<file path="src/rtl/timer_control_fsm_pkg.sv">
// Shared state encoding and default timing constants for the countdown-timer control stage.
package timer_pkg;

    localparam int CLK_HZ          = 50_000_000;
    localparam int DEBOUNCE_CYCLES = 500_000;      // 10 ms
    localparam int ALARM_CYCLES    = 150_000_000;  // 3 s
    localparam int BLINK_CYCLES    = 12_500_000;   // 0.25 s half-period

    typedef enum logic [1:0] {
        ST_IDLE    = 2'd0,
        ST_RUNNING = 2'd1,
        ST_PAUSED  = 2'd2,
        ST_ALARM   = 2'd3
    } state_t;

endpackage

</file>
<file path="src/rtl/timer_control_fsm_if.sv">
// Timer-facing bundle: expiry input from the timer, control and status outputs to it and the board.
interface timer_control_fsm_if;
    import timer_pkg::*;

    logic   expire_pulse;
    logic   timer_enable;
    logic   timer_reset;
    state_t state;
    logic   running_led;
    logic   alarm_led;

    modport master (
        input  expire_pulse,
        output timer_enable, timer_reset, state, running_led, alarm_led
    );

    modport slave (
        output expire_pulse,
        input  timer_enable, timer_reset, state, running_led, alarm_led
    );

endinterface

</file>
<file path="src/rtl/timer_control_fsm_debouncer.sv">
// Synchronizes and debounces one active-low push-button; one-clock pulse on each accepted press.
module button_debouncer #(
    parameter int DEBOUNCE_CYCLES = timer_pkg::DEBOUNCE_CYCLES
) (
    input  logic clock,
    input  logic resetn,
    input  logic key_n,
    output logic pressed_level,
    output logic press_pulse
);
    import timer_pkg::*;

    localparam int CW = (DEBOUNCE_CYCLES > 1) ? $clog2(DEBOUNCE_CYCLES) : 1;

    logic [1:0]    sync_n;
    logic [CW-1:0] cnt;
    logic          armed;
    logic          sync_pressed;

    assign sync_pressed = ~sync_n[1];

    // armed stays low until the key is seen released, so a key held through reset gives no event
    always_ff @(posedge clock or negedge resetn) begin
        if (!resetn) begin
            sync_n        <= '0;
            cnt           <= '0;
            pressed_level <= 1'b0;
            press_pulse   <= 1'b0;
            armed         <= 1'b0;
        end else begin
            sync_n      <= {sync_n[0], key_n};
            press_pulse <= 1'b0;
            if (sync_n[1])
                armed <= 1'b1;
            if (sync_pressed == pressed_level) begin
                cnt <= '0;
            end else if (cnt == CW'(DEBOUNCE_CYCLES - 1)) begin
                cnt           <= '0;
                pressed_level <= sync_pressed;
                press_pulse   <= sync_pressed & armed;
            end else begin
                cnt <= cnt + 1'b1;
            end
        end
    end

endmodule

</file>
<file path="src/rtl/timer_control_fsm.sv">
// Start/pause/clear control FSM for the countdown timer, with a timed blinking alarm on expiry.
module timer_control_fsm #(
    parameter int DEBOUNCE_CYCLES = timer_pkg::DEBOUNCE_CYCLES,
    parameter int ALARM_CYCLES    = timer_pkg::ALARM_CYCLES,
    parameter int BLINK_CYCLES    = timer_pkg::BLINK_CYCLES
) (
    input  logic                clock,
    input  logic                resetn,
    input  logic                key_start_pause,
    input  logic                key_clear,
    timer_control_fsm_if.master tmr
);
    import timer_pkg::*;

    localparam int AW = (ALARM_CYCLES > 1) ? $clog2(ALARM_CYCLES) : 1;
    localparam int BW = (BLINK_CYCLES > 1) ? $clog2(BLINK_CYCLES) : 1;

    state_t        state_q, nxt_state;
    logic [AW-1:0] alarm_cnt, nxt_alarm_cnt;
    logic [BW-1:0] blink_cnt, nxt_blink_cnt;
    logic          alarm_led_q, nxt_alarm_led;
    logic          enable_q, reset_q, run_led_q;
    logic          sp_pulse, clr_pulse, sp_level, clr_level;
    logic          unused_levels;

    button_debouncer #(.DEBOUNCE_CYCLES(DEBOUNCE_CYCLES)) u_sp (
        .clock(clock), .resetn(resetn), .key_n(key_start_pause),
        .pressed_level(sp_level), .press_pulse(sp_pulse)
    );

    button_debouncer #(.DEBOUNCE_CYCLES(DEBOUNCE_CYCLES)) u_clr (
        .clock(clock), .resetn(resetn), .key_n(key_clear),
        .pressed_level(clr_level), .press_pulse(clr_pulse)
    );

    assign unused_levels = sp_level ^ clr_level;

    always_comb begin
        nxt_state     = state_q;
        nxt_alarm_cnt = '0;
        nxt_blink_cnt = '0;
        nxt_alarm_led = 1'b0;
        case (state_q)
            ST_IDLE:    if (sp_pulse) nxt_state = ST_RUNNING;
            ST_RUNNING: if (tmr.expire_pulse) nxt_state = ST_ALARM;
                        else if (sp_pulse)    nxt_state = ST_PAUSED;
            ST_PAUSED:  if (sp_pulse) nxt_state = ST_RUNNING;
            ST_ALARM:   if (sp_pulse || alarm_cnt == AW'(ALARM_CYCLES - 1)) nxt_state = ST_IDLE;
            default:    nxt_state = ST_IDLE;
        endcase
        if (clr_pulse)
            nxt_state = ST_IDLE;

        // alarm/blink counters start from zero on ALARM entry, LED starts lit
        if (nxt_state == ST_ALARM) begin
            if (state_q != ST_ALARM) begin
                nxt_alarm_led = 1'b1;
            end else begin
                nxt_alarm_cnt = alarm_cnt + 1'b1;
                if (blink_cnt == BW'(BLINK_CYCLES - 1)) begin
                    nxt_alarm_led = ~alarm_led_q;
                end else begin
                    nxt_blink_cnt = blink_cnt + 1'b1;
                    nxt_alarm_led = alarm_led_q;
                end
            end
        end
    end

    // outputs are decoded from the next state so they change on the same edge as state
    always_ff @(posedge clock or negedge resetn) begin
        if (!resetn) begin
            state_q     <= ST_IDLE;
            alarm_cnt   <= '0;
            blink_cnt   <= '0;
            alarm_led_q <= 1'b0;
            enable_q    <= 1'b0;
            reset_q     <= 1'b1;
            run_led_q   <= 1'b0;
        end else begin
            state_q     <= nxt_state;
            alarm_cnt   <= nxt_alarm_cnt;
            blink_cnt   <= nxt_blink_cnt;
            alarm_led_q <= nxt_alarm_led;
            enable_q    <= (nxt_state == ST_RUNNING);
            reset_q     <= (nxt_state == ST_IDLE);
            run_led_q   <= (nxt_state == ST_RUNNING);
        end
    end

    assign tmr.state        = state_q;
    assign tmr.timer_enable = enable_q;
    assign tmr.timer_reset  = reset_q;
    assign tmr.running_led  = run_led_q;
    assign tmr.alarm_led    = alarm_led_q;

endmodule

</file>
<file path="src/flat_wrapper.sv">
// flat-port wrapper written by rule: the top's interface ports become plain ports
module timer_control_fsm_flat import timer_pkg::*;
#(
    parameter int DEBOUNCE_CYCLES = timer_pkg::DEBOUNCE_CYCLES,
    parameter int ALARM_CYCLES    = timer_pkg::ALARM_CYCLES,
    parameter int BLINK_CYCLES    = timer_pkg::BLINK_CYCLES
)
  (clock, resetn, key_start_pause, key_clear, tmr_expire_pulse, tmr_timer_enable, tmr_timer_reset, tmr_state, tmr_running_led, tmr_alarm_led);
  timer_control_fsm_if tmr_i ();
  input  logic clock;
  input  logic resetn;
  input  logic key_start_pause;
  input  logic key_clear;
  input wire logic [$bits(tmr_i.expire_pulse)-1:0] tmr_expire_pulse;
  output wire logic [$bits(tmr_i.timer_enable)-1:0] tmr_timer_enable;
  output wire logic [$bits(tmr_i.timer_reset)-1:0] tmr_timer_reset;
  output wire logic [$bits(tmr_i.state)-1:0] tmr_state;
  output wire logic [$bits(tmr_i.running_led)-1:0] tmr_running_led;
  output wire logic [$bits(tmr_i.alarm_led)-1:0] tmr_alarm_led;
  assign tmr_i.expire_pulse = tmr_expire_pulse;
  assign tmr_timer_enable = tmr_i.timer_enable;
  assign tmr_timer_reset = tmr_i.timer_reset;
  assign tmr_state = tmr_i.state;
  assign tmr_running_led = tmr_i.running_led;
  assign tmr_alarm_led = tmr_i.alarm_led;
  timer_control_fsm #(.DEBOUNCE_CYCLES(DEBOUNCE_CYCLES), .ALARM_CYCLES(ALARM_CYCLES), .BLINK_CYCLES(BLINK_CYCLES)) u_core (.clock(clock), .resetn(resetn), .key_start_pause(key_start_pause), .key_clear(key_clear), .tmr(tmr_i));
endmodule
</file>
<file path="config.mk">
export PLATFORM = sky130hd
export DESIGN_NAME = timer_control_fsm_flat
export DESIGN_NICKNAME = d
export VERILOG_FILES = /design/src/rtl/timer_control_fsm_pkg.sv /design/src/rtl/timer_control_fsm_if.sv /design/src/rtl/timer_control_fsm_debouncer.sv /design/src/rtl/timer_control_fsm.sv /design/src/flat_wrapper.sv
export SDC_FILE = /design/constraint.sdc
export NUM_CORES = 1
export LEC_CHECK = 0
export BUFFER_PORTS_ARGS = -buffer_cell sky130_fd_sc_hd__buf_2
export CAP_MARGIN = 20
export CORE_MARGIN = 3
export CORE_UTILIZATION = 40
export DETAILED_ROUTE_END_ITERATION = 8
export PLACE_DENSITY_LB_ADDON = 0.25
export RECOVER_POWER = 50
export SLEW_MARGIN = 20
export SYNTH_ARGS = -nofsm -noshare
export SYNTH_HDL_FRONTEND = slang
export SYNTH_SLANG_ARGS = --single-unit
</file>
<file path="constraint.sdc">
create_clock -name clock -period 1.8 [get_ports clock]
set_input_delay 0.36 -clock clock [delete_from_list [all_inputs] [get_ports clock]]
set_output_delay 0.36 -clock clock [all_outputs]
set_load 0.01 [all_outputs]
</file>
==> results.yml, run 1 <==
timing:
  finalClockSkew_ns: 0.00446
  maxSlewHeadroom: 0.650
  slew_violations: 0
  max_freq_ghz: 0.538
  min_period_ns: 1.86
  layout_setup_ws_ns: -0.0591
  setup_viol: 25
  whs_ns: 0.115
  hold_viol: 0
  post-route-period-util: 1.03
  rsz0062_at_grt: "yes"
  tightestPinTransition_ns: 0.525
global_route:
  grt_pass1_vias: 3690
  overflow: 0
  grt_pass1_wl_um: 17000
  grt_use_total: 0.148
  antenna_found_initial: 0
  grt_max_degree: 33
route:
  viasPerCell: 5.00
  routedWlPerCell_um: 13.7
  ant_nets: 0
  vias: 3823
  drt_wl_total_um: 10500
  drt_iter0_drc: 160
  route.detailed.drc: 0
  first_pass_iters: 4
yosys:
  synth-edff-count: 0
  synth_fp_nets: 511
  synth_cells: 502
  ys_seq_area_frac: 0.526
  synth_area_leaders: "dfrtp_1 (52%), nor2_1 (7.8%), xor2_1 (7.7%), xnor2_1 (6.7%), nand3_1 (3.9%)"
  netlist_area_um2: 5000
  syn_area_per_cell_um2: 9.95
  synth_ff_type: "dfrtp_1"
  async_flop_share: 1.00
  synth.largest_area_cell: "dfrtp_1"
  synth_seq_cells: 105
  synth_top_cell_area_share: 0.521
  synth.distinct_cells: 43
  yosysWarnings: 0
run:
  max_cap_violations: 0
floorplan:
  core_area_um2: 12100
  io_pins: 11
  initial_core_util: 0.413
  fp.dieH_um: 118
  die_area_um2: 13900
  rows: 40
  fp.dieW_um: 118
critical_path:
  endpoint_kind: "flop"
  r2r_cells: 6
  crit_type: "reg2reg"
  required_ns: 2.04
  startpoint_type: "flop"
  path_max_fanout: 6
  cp.arrival_ns: 2.09
finish:
  multi_input_area_um2: 2730
  final_area_um2: 6690
  seqCellArea_um2: 2630
  layout-drive-gt1-share: 0.307
  syn_to_final_growth_pct: 33.8
  fin_nets: 603
  insertedDiodeCount: 0
  fillCellCount: 1084
clock_tree:
  path_clk_slew_ns: 0.07
  clock_latency_ns: 0.35
  htree_num_levels: 3
  cts_tree: "yes"
  root_buffer: "clkbuf_16"
  cts_sinks: 105
  cts_buffer_depth: 2
  numCtsBuffers: 9
place:
  portBuffers: 10
  post_dp_cell_area_um2: 5830
  dp_hpwl_um: 6580
  place.gp.congestion: 0.808
power_and_ir_drop:
  peakVddDrop_uv: 722
  p_total_mw: 4.27
  leakage_nw: 2.97
  powerDensity_nw_per_um2: 639
hold_path:
  worstHoldPathCells: 1
  hp-class: "in2reg"
run_status:
  status: "finished with violations"
  violations: "setup timing"
placed cells by master (no fill, tap or decap), types with 5 or more instances in the layout:
cell	n
and3_1	7
and4_1	8
buf_12	5
buf_2	9
buf_4	70
clkbuf_16	12
dfrtp_1	104
inv_1	12
nand2_1	31
nand3_1	36
nand4_1	20
nor2_1	82
nor2_4	18
nor3_1	6
nor4_4	12
o21ai_0	5
xnor2_1	38
xor2_1	40
flip-flops by register name, indices dropped and copies added, names as in the netlist, 2 cells and up:
name	flops
u_core.tmr.state	2
u_core.u_clr.cnt	19
u_core.alarm_cnt	28
u_core.u_sp.sync_n	2
u_core.u_sp.cnt	19
u_core.blink_cnt	24
u_core.u_clr.sync_n	2
Yosys cell counts (5+ instances only):
cell	number
nor3_1	10
o21ai_0	5
nand4_1	20
dfrtp_1	104
and3_1	8
nor4_1	11
xor2_1	44
nand2_1	35
xnor2_1	38
inv_1	12
and4_1	8
nor2_1	104
nand3_1	39
buf_2	9
kinds of logic after synthesis:
kind of cell	count (synthesis)	share of synthesized area
flops	105	0.526
mux	1	0.00200
xor+xnor	82	0.144
compound gates	16	0.0205
buf+inv	25	0.0225
simple gates	269	0.275
fa+ha+maj	4	0.0100
area by class of cell:
type	count	area share
multi-input cells	372	0.409
repair buffers	94	0.121
well taps	168	0.0314
clock inverters	4	0.00449
inverters	12	0.00674
flip-flops and latches	105	0.393
clock buffers	10	0.0342
worst paths after layout:
check	from	to	slack, ns
min in group asynchronous	resetn	u_core.alarm_cnt[20]	0.52
min	key_start_pause	u_core.u_sp.sync_n[0]	0.11
max reg2reg	u_core.alarm_cnt[10]	u_core.blink_cnt[7]	-0.06
max in group asynchronous	resetn	u_core.u_clr.cnt[7]	0.40
max	u_core.alarm_cnt[10]	u_core.blink_cnt[7]	-0.06
min reg2reg	u_core.u_clr.sync_n[0]	u_core.u_clr.sync_n[1]	0.35
critical path: stages, from the launching register on:
cell and delay [ns]:
dfrtp_1 0.38, or4b_4 0.55, nor4_4 0.17, a211o_1 0.21, or2_4 0.20, clkbuf_16 0.19, nor2_2 0.05
metal layers:
metal  GRT usage  vias to the layer above  share of wire
met3      0.0466                        9          0.035
met4      0.0462                        0          0.012
met1       0.196                     1893           0.46
li1            -                     1886              -
met2       0.234                       35           0.50
met5           0                        -              0
per-stage QoR:
stage	std cells	TNS, ns	util	worst slack [ns]
6_report	765	-0.768	0.552	-0.0591
3_3_place_gp	734	-0.0239	0.481	-0.0219
4_1_cts	753	-0.237	0.508	-0.0152
2_1_floorplan	502	-0.415	-	-0.0195
3_5_place_dp	734	-0.751	0.481	-0.102
5_1_grt	765	-4.49	0.552	-0.194
what timing repair did:
item                                   CTS  global route
setup endpoints to repair               30            93
pin swaps                                8            46
setup buffers                            4             9
hold buffers                             1             0
resized for setup                        4            89
endpoints found under the hold margin   17             0
cloned                                   0             4
power by group:
part | switching [mW] | internal [mW] | total [mW]
Sequential | 0.0141 | 2.37 | 2.39
Clock | 0.846 | 0.928 | 1.77
Combinational | 0.0742 | 0.0386 | 0.113
Total | 0.934 | 3.34 | 4.27
Power figures use the tool's default switching activity.
==> inputs of run 2 (changes only) <==
--- a/config.mk
+++ b/config.mk
@@ -10,8 +10,10 @@
 export CORE_MARGIN = 3
 export CORE_UTILIZATION = 40
 export DETAILED_ROUTE_END_ITERATION = 8
+export HOLD_SLACK_MARGIN = 0.05
 export PLACE_DENSITY_LB_ADDON = 0.25
 export RECOVER_POWER = 50
+export REMOVE_ABC_BUFFERS = 1
 export SLEW_MARGIN = 20
 export SYNTH_ARGS = -nofsm -noshare
 export SYNTH_HDL_FRONTEND = slang
==> results.yml, run 2 (synthesis gave the netlist of run 1 again) <==
run_status:
  status: "finished with violations"
  violations: "setup timing"
floorplan:
  core_area_um2: 12100
  rows: 40
  fp.dieH_um: 118
  initial_core_util: 0.413
  fp.dieW_um: 118
  io_pins: 11
  die_area_um2: 13900
timing:
  rsz0062_at_grt: "yes"
  tightestPinTransition_ns: 0.662
  setup_viol: 28
  hold_viol: 0
  max_freq_ghz: 0.521
  min_period_ns: 1.92
  setup_tns_ns: -1.36
  maxSlewHeadroom: 0.559
  finalClockSkew_ns: 0.00767
  post-route-period-util: 1.07
  layout_setup_ws_ns: -0.119
  slew_violations: 0
run:
  max_cap_violations: 0
finish:
  layout-drive-gt1-share: 0.246
  largest_reg_flops: 28
  mostFrequentLayoutCells: "nor2_1 (104), dfrtp_1 (104), buf_4 (71)"
  post-route-util: 0.529
  multi_input_area_um2: 2480
  insertedDiodeCount: 0
  reg.largest.list: "u_core.alarm_cnt: 28 flops, u_core.blink_cnt: 24 flops"
  largest-register: "u_core.alarm_cnt"
  fillCellCount: 1114
  final_cells: 766
  syn_to_final_growth_pct: 28.3
  final_area_um2: 6410
  fin_nets: 602
  seqCellArea_um2: 2630
critical_path:
  startpoint_type: "flop"
  crit_start: "u_core.blink_cnt[8]"
  cp.arrival_ns: 2.16
  max_stage_delay_ns: 0.40
  cp_slowest_cell: "dfrtp_1"
  path_max_fanout: 7
  endpoint_kind: "flop"
  reg2reg_slack_ns: -0.12
  r2r_cells: 7
  path_cells: "nor4_2 > buf_4 > nand3b_4 > nor4_4 > or2_1 > buf_2 > nor2_1"
  worstReg2RegEnd: "u_core.blink_cnt[7]"
  crit_type: "reg2reg"
  r2r-start: "u_core.blink_cnt[8]"
  endpoint: "u_core.blink_cnt[7]"
  required_ns: 2.04
global_route:
  grt_use_total: 0.149
  overflow: 0
  grt_pass1_wl_um: 17100
  antenna_found_initial: 0
  grt_max_degree: 45
  grt_pass1_vias: 3757
power_and_ir_drop:
  pwr-share-seq: 0.534
  p_int_mw: 3.49
  p_sw_frac: 0.219
  peakVddDrop_uv: 737
  powerDensity_nw_per_um2: 698
  p_clk_frac: 0.443
  leakage_nw: 2.90
  netSwitchingPower_mw: 0.980
  p_comb_frac: 0.024
clock_tree:
  cts_tree: "yes"
  htree_num_levels: 3
  clock_latency_ns: 0.35
  cts_buffer_depth: 2
  cts_sinks: 105
  path_clk_slew_ns: 0.07
  numCtsBuffers: 9
  root_buffer: "clkbuf_16"
hold_path:
  hp-class: "in2reg"
  worstHoldPathCells: 1
route:
  routedWlPerCell_um: 13.0
  first_pass_iters: 4
  drt_wl_total_um: 9970
  vias: 3761
  viasPerCell: 4.91
  drt_iter0_drc: 189
  ant_nets: 0
  route.detailed.drc: 0
place:
  post_dp_cell_area_um2: 5780
  dp.cells: 740
  post-place-ws_ns: -0.194
  dp_hpwl_um: 6710
  place.gp.congestion: 0.831
  portBuffers: 10
## run 2: changes by cell type in the layout (fill, tap and decap cells not counted), sizes merged
cell,previous run,this run
clkinvlp,1,3
clkbuf,16,11
bufinv,0,1
buf,87,90
## run 2: timing repair
item | 4_1_cts | 5_1_grt
gates cloned | 1 | 1
setup buffers | 3 | 4
hold buffers | 1 | 0
gates resized for setup | 17 | 34
endpoints found under the hold margin | 23 | 0
pin swaps | 16 | 21
endpoints found under the setup margin | 83 | 87
## run 2: area by class of cell
cell class | instances | area share
Tap cell | 168 | 0.0328
Timing Repair Buffer | 93 | 0.115
Multi-Input combinational cell | 372 | 0.387
Sequential cell | 105 | 0.410
Clock buffer | 9 | 0.0351
Clock inverter | 7 | 0.0123
Inverter | 12 | 0.00703
## run 2: metrics by stage
step | hold WS, ns | power (mW)
2_1_floorplan | 0.0644 | 2.46
3_3_place_gp | 0.294 | 2.54
3_5_place_dp | 0.300 | 2.54
4_1_cts | 0.0982 | 4.55
5_1_grt | 0.0974 | 4.65
6_report | 0.114 | 4.47
## run 2: how the worst min path moves through the flow
stage	from	endpoint
2_1_floorplan	resetn	u_core.alarm_cnt[0]
3_3_place_gp	resetn	u_core.blink_cnt[12]
3_5_place_dp	resetn	u_core.blink_cnt[12]
4_1_cts	key_start_pause	u_core.u_sp.sync_n[0]
5_1_grt	key_start_pause	u_core.u_sp.sync_n[0]
6_report	key_start_pause	u_core.u_sp.sync_n[0]
## run 2: power by group through the flow
stage          Combinational, mW  Clock (mW)  Sequential (mW)
2_1_floorplan             0.0290           0             2.43
3_3_place_gp               0.108           0             2.43
3_5_place_dp               0.111           0             2.43
4_1_cts                    0.113        2.05             2.39
5_1_grt                    0.125        2.14             2.39
6_report                   0.106        1.98             2.39
## run 2: worst max-delay path, delay by kind of cell, from the launching register on
family	cells	cell delay (ns)
buffers and inverters	2	0.40
flip-flops	1	0.40
AND/OR/NAND/NOR	5	1.00
## run 2: layer usage
layer | part of all wire | GRT usage
met5 | 0 | 0
met4 | 0.012 | 0.0454
met3 | 0.026 | 0.0461
met2 | 0.48 | 0.233
met1 | 0.48 | 0.199
==> inputs of run 3 (changes only) <==
--- a/config.mk
+++ b/config.mk
@@ -7,7 +7,7 @@
 export LEC_CHECK = 0
 export BUFFER_PORTS_ARGS = -buffer_cell sky130_fd_sc_hd__buf_2
 export CAP_MARGIN = 20
-export CORE_MARGIN = 3
+export CORE_MARGIN = 5
 export CORE_UTILIZATION = 40
 export DETAILED_ROUTE_END_ITERATION = 8
 export HOLD_SLACK_MARGIN = 0.05
@@ -18,3 +18,4 @@
 export SYNTH_ARGS = -nofsm -noshare
 export SYNTH_HDL_FRONTEND = slang
 export SYNTH_SLANG_ARGS = --single-unit
+export TNS_END_PERCENT = 50
==> results.yml, run 3 (synthesis gave the netlist of run 1 again) <==
run_status:
  status: "finished with violations"
  violations: "setup timing"
timing:
  post-route-period-util: 1.08
  min_period_ns: 1.95
  maxSlewHeadroom: 0.0726
  setup_tns_ns: -5.41
  finalClockSkew_ns: 0.00884
  hold_viol: 0
  setup_viol: 63
  layout_setup_ws_ns: -0.151
  slew_violations: 0
  max_freq_ghz: 0.513
  rsz0062_at_grt: "yes"
  tightestPinTransition_ns: 1.39
clock_tree:
  root_buffer: "clkbuf_16"
  cts_tree: "yes"
  path_clk_slew_ns: 0.07
  htree_num_levels: 3
  clock_latency_ns: 0.34
  cts_sinks: 105
  numCtsBuffers: 9
  cts_buffer_depth: 2
global_route:
  grt_use_total: 0.145
  antenna_found_initial: 1
  grt_max_degree: 106
  grt_pass1_vias: 3672
  grtUsageMet3: 0.0311
  overflow: 0
  met2_usage: 0.233
  use_met1: 0.197
  gr-max-usage-layer: "met2"
  grt_pass1_wl_um: 17400
route:
  first_pass_iters: 5
  ant_nets: 0
  viasPerCell: 4.91
  drt_iter0_drc: 145
  routedWlPerCell_um: 13.2
  vias: 3752
  route.detailed.drc: 0
  drt_wl_total_um: 10100
finish:
  mostFrequentLayoutCells: "dfrtp_1 (104), nor2_1 (92), buf_4 (72)"
  largest-register: "u_core.alarm_cnt"
  final_common_cell: "dfrtp_1"
  reg.largest.list: "u_core.alarm_cnt: 28 flops, u_core.blink_cnt: 24 flops"
  largest_reg_flops: 28
  fin_nets: 600
  syn_to_final_growth_pct: 27.1
  insertedDiodeCount: 0
  final_cells: 764
  fillCellCount: 1083
  layout-drive-gt1-share: 0.243
hold_path:
  hp-class: "in2reg"
critical_path:
  max_stage_delay_ns: 0.54
  endpoint_kind: "flop"
  path_cells: "or4b_4 > nor4_4 > buf_4 > a211o_1 > or2_4 > buf_12 > buf_16 > nor2_1"
  path_max_fanout: 6
  crit_family: "simple AND/OR/NAND/NOR gates"
  cp.arrival_ns: 2.18
  startpoint_type: "flop"
  required_ns: 2.02
  cp_slowest_cell: "or4b_4"
  cp_num_buf_inv: 3
  crit_type: "reg2reg"
floorplan:
  fp.dieW_um: 122
  die_area_um2: 14800
  io_pins: 11
  initial_core_util: 0.413
  core_area_um2: 12100
  fp.dieH_um: 122
  rows: 40
power_and_ir_drop:
  peakVddDrop_uv: 492
  p_total_mw: 4.50
  leakage_nw: 2.80
  powerDensity_nw_per_um2: 709
run:
  max_cap_violations: 0
place:
  dp.cells: 733
  post-place-ws_ns: -0.229
  dp_hpwl_um: 6450
  place.gp.congestion: 0.784
  portBuffers: 10
run 3: layout make-up:
class | count | area (µm²) | share of cell area
Multi-Input combinational cell | 372 | 2390 | 0.377
Clock inverter | 4 | 70.1 | 0.0110
Inverter | 12 | 45.0 | 0.00709
Tap cell | 168 | 210 | 0.0331
Timing Repair Buffer | 91 | 763 | 0.120
Clock buffer | 12 | 236 | 0.0372
Sequential cell | 105 | 2630 | 0.414
run 3: worst reg2reg max path: stages, from the launching register on:
cell and delay, ns:
dfrtp_1 0.41, or4b_4 0.54, nor4_4 0.17, buf_4 0.16, a211o_1 0.14, or2_4 0.15, buf_12 0.12, buf_16 0.12
nor2_1 0.04
run 3: metal layers:
layer,routed length [µm],share of wire
met2,4900,0.49
met3,298,0.030
met4,108,0.011
met5,13,0.0013
met1,4770,0.47
run 3: timing repair:
item                                   CTS  global route
gates cloned                             3             1
pin swaps                               25             8
hold buffers                             0             0
setup buffers                           13             1
endpoints found under the hold margin    0             0
gates resized for setup                 23            19
setup endpoints to repair               93            92
run 3: worst paths after layout:
path / end / from / slack [ns] / depth (start not counted)
min in group asynchronous: u_core.blink_cnt[15] / resetn / 0.48 / 2
worst max register to register: u_core.blink_cnt[23] / u_core.alarm_cnt[11] / -0.15 / 8
max in group asynchronous: u_core.alarm_cnt[7] / resetn / 0.46 / 2
worst min register to register: u_core.u_clr.sync_n[1] / u_core.u_clr.sync_n[0] / 0.35 / 0
worst max-delay path: u_core.blink_cnt[23] / u_core.alarm_cnt[11] / -0.15 / 8
worst min-delay path: u_core.u_sp.sync_n[0] / key_start_pause / 0.13 / 1
run 3: report_power, final:
part           switching [mW]  total [mW]  internal [mW]
logic                  0.0699      0.0973         0.0275
registers              0.0132        2.39           2.37
clock network           0.799        2.02           1.22
total                   0.883        4.50           3.62
run 3: metrics by stage:
stage	instance area [µm²]	hold WS (ns)	util
2_1_floorplan	4930	0.0644	-
3_3_place_gp	5720	0.335	0.473
3_5_place_dp	5720	0.336	0.473
4_1_cts	6290	0.117	0.520
5_1_grt	6350	0.115	0.524
6_report	6350	0.133	0.524
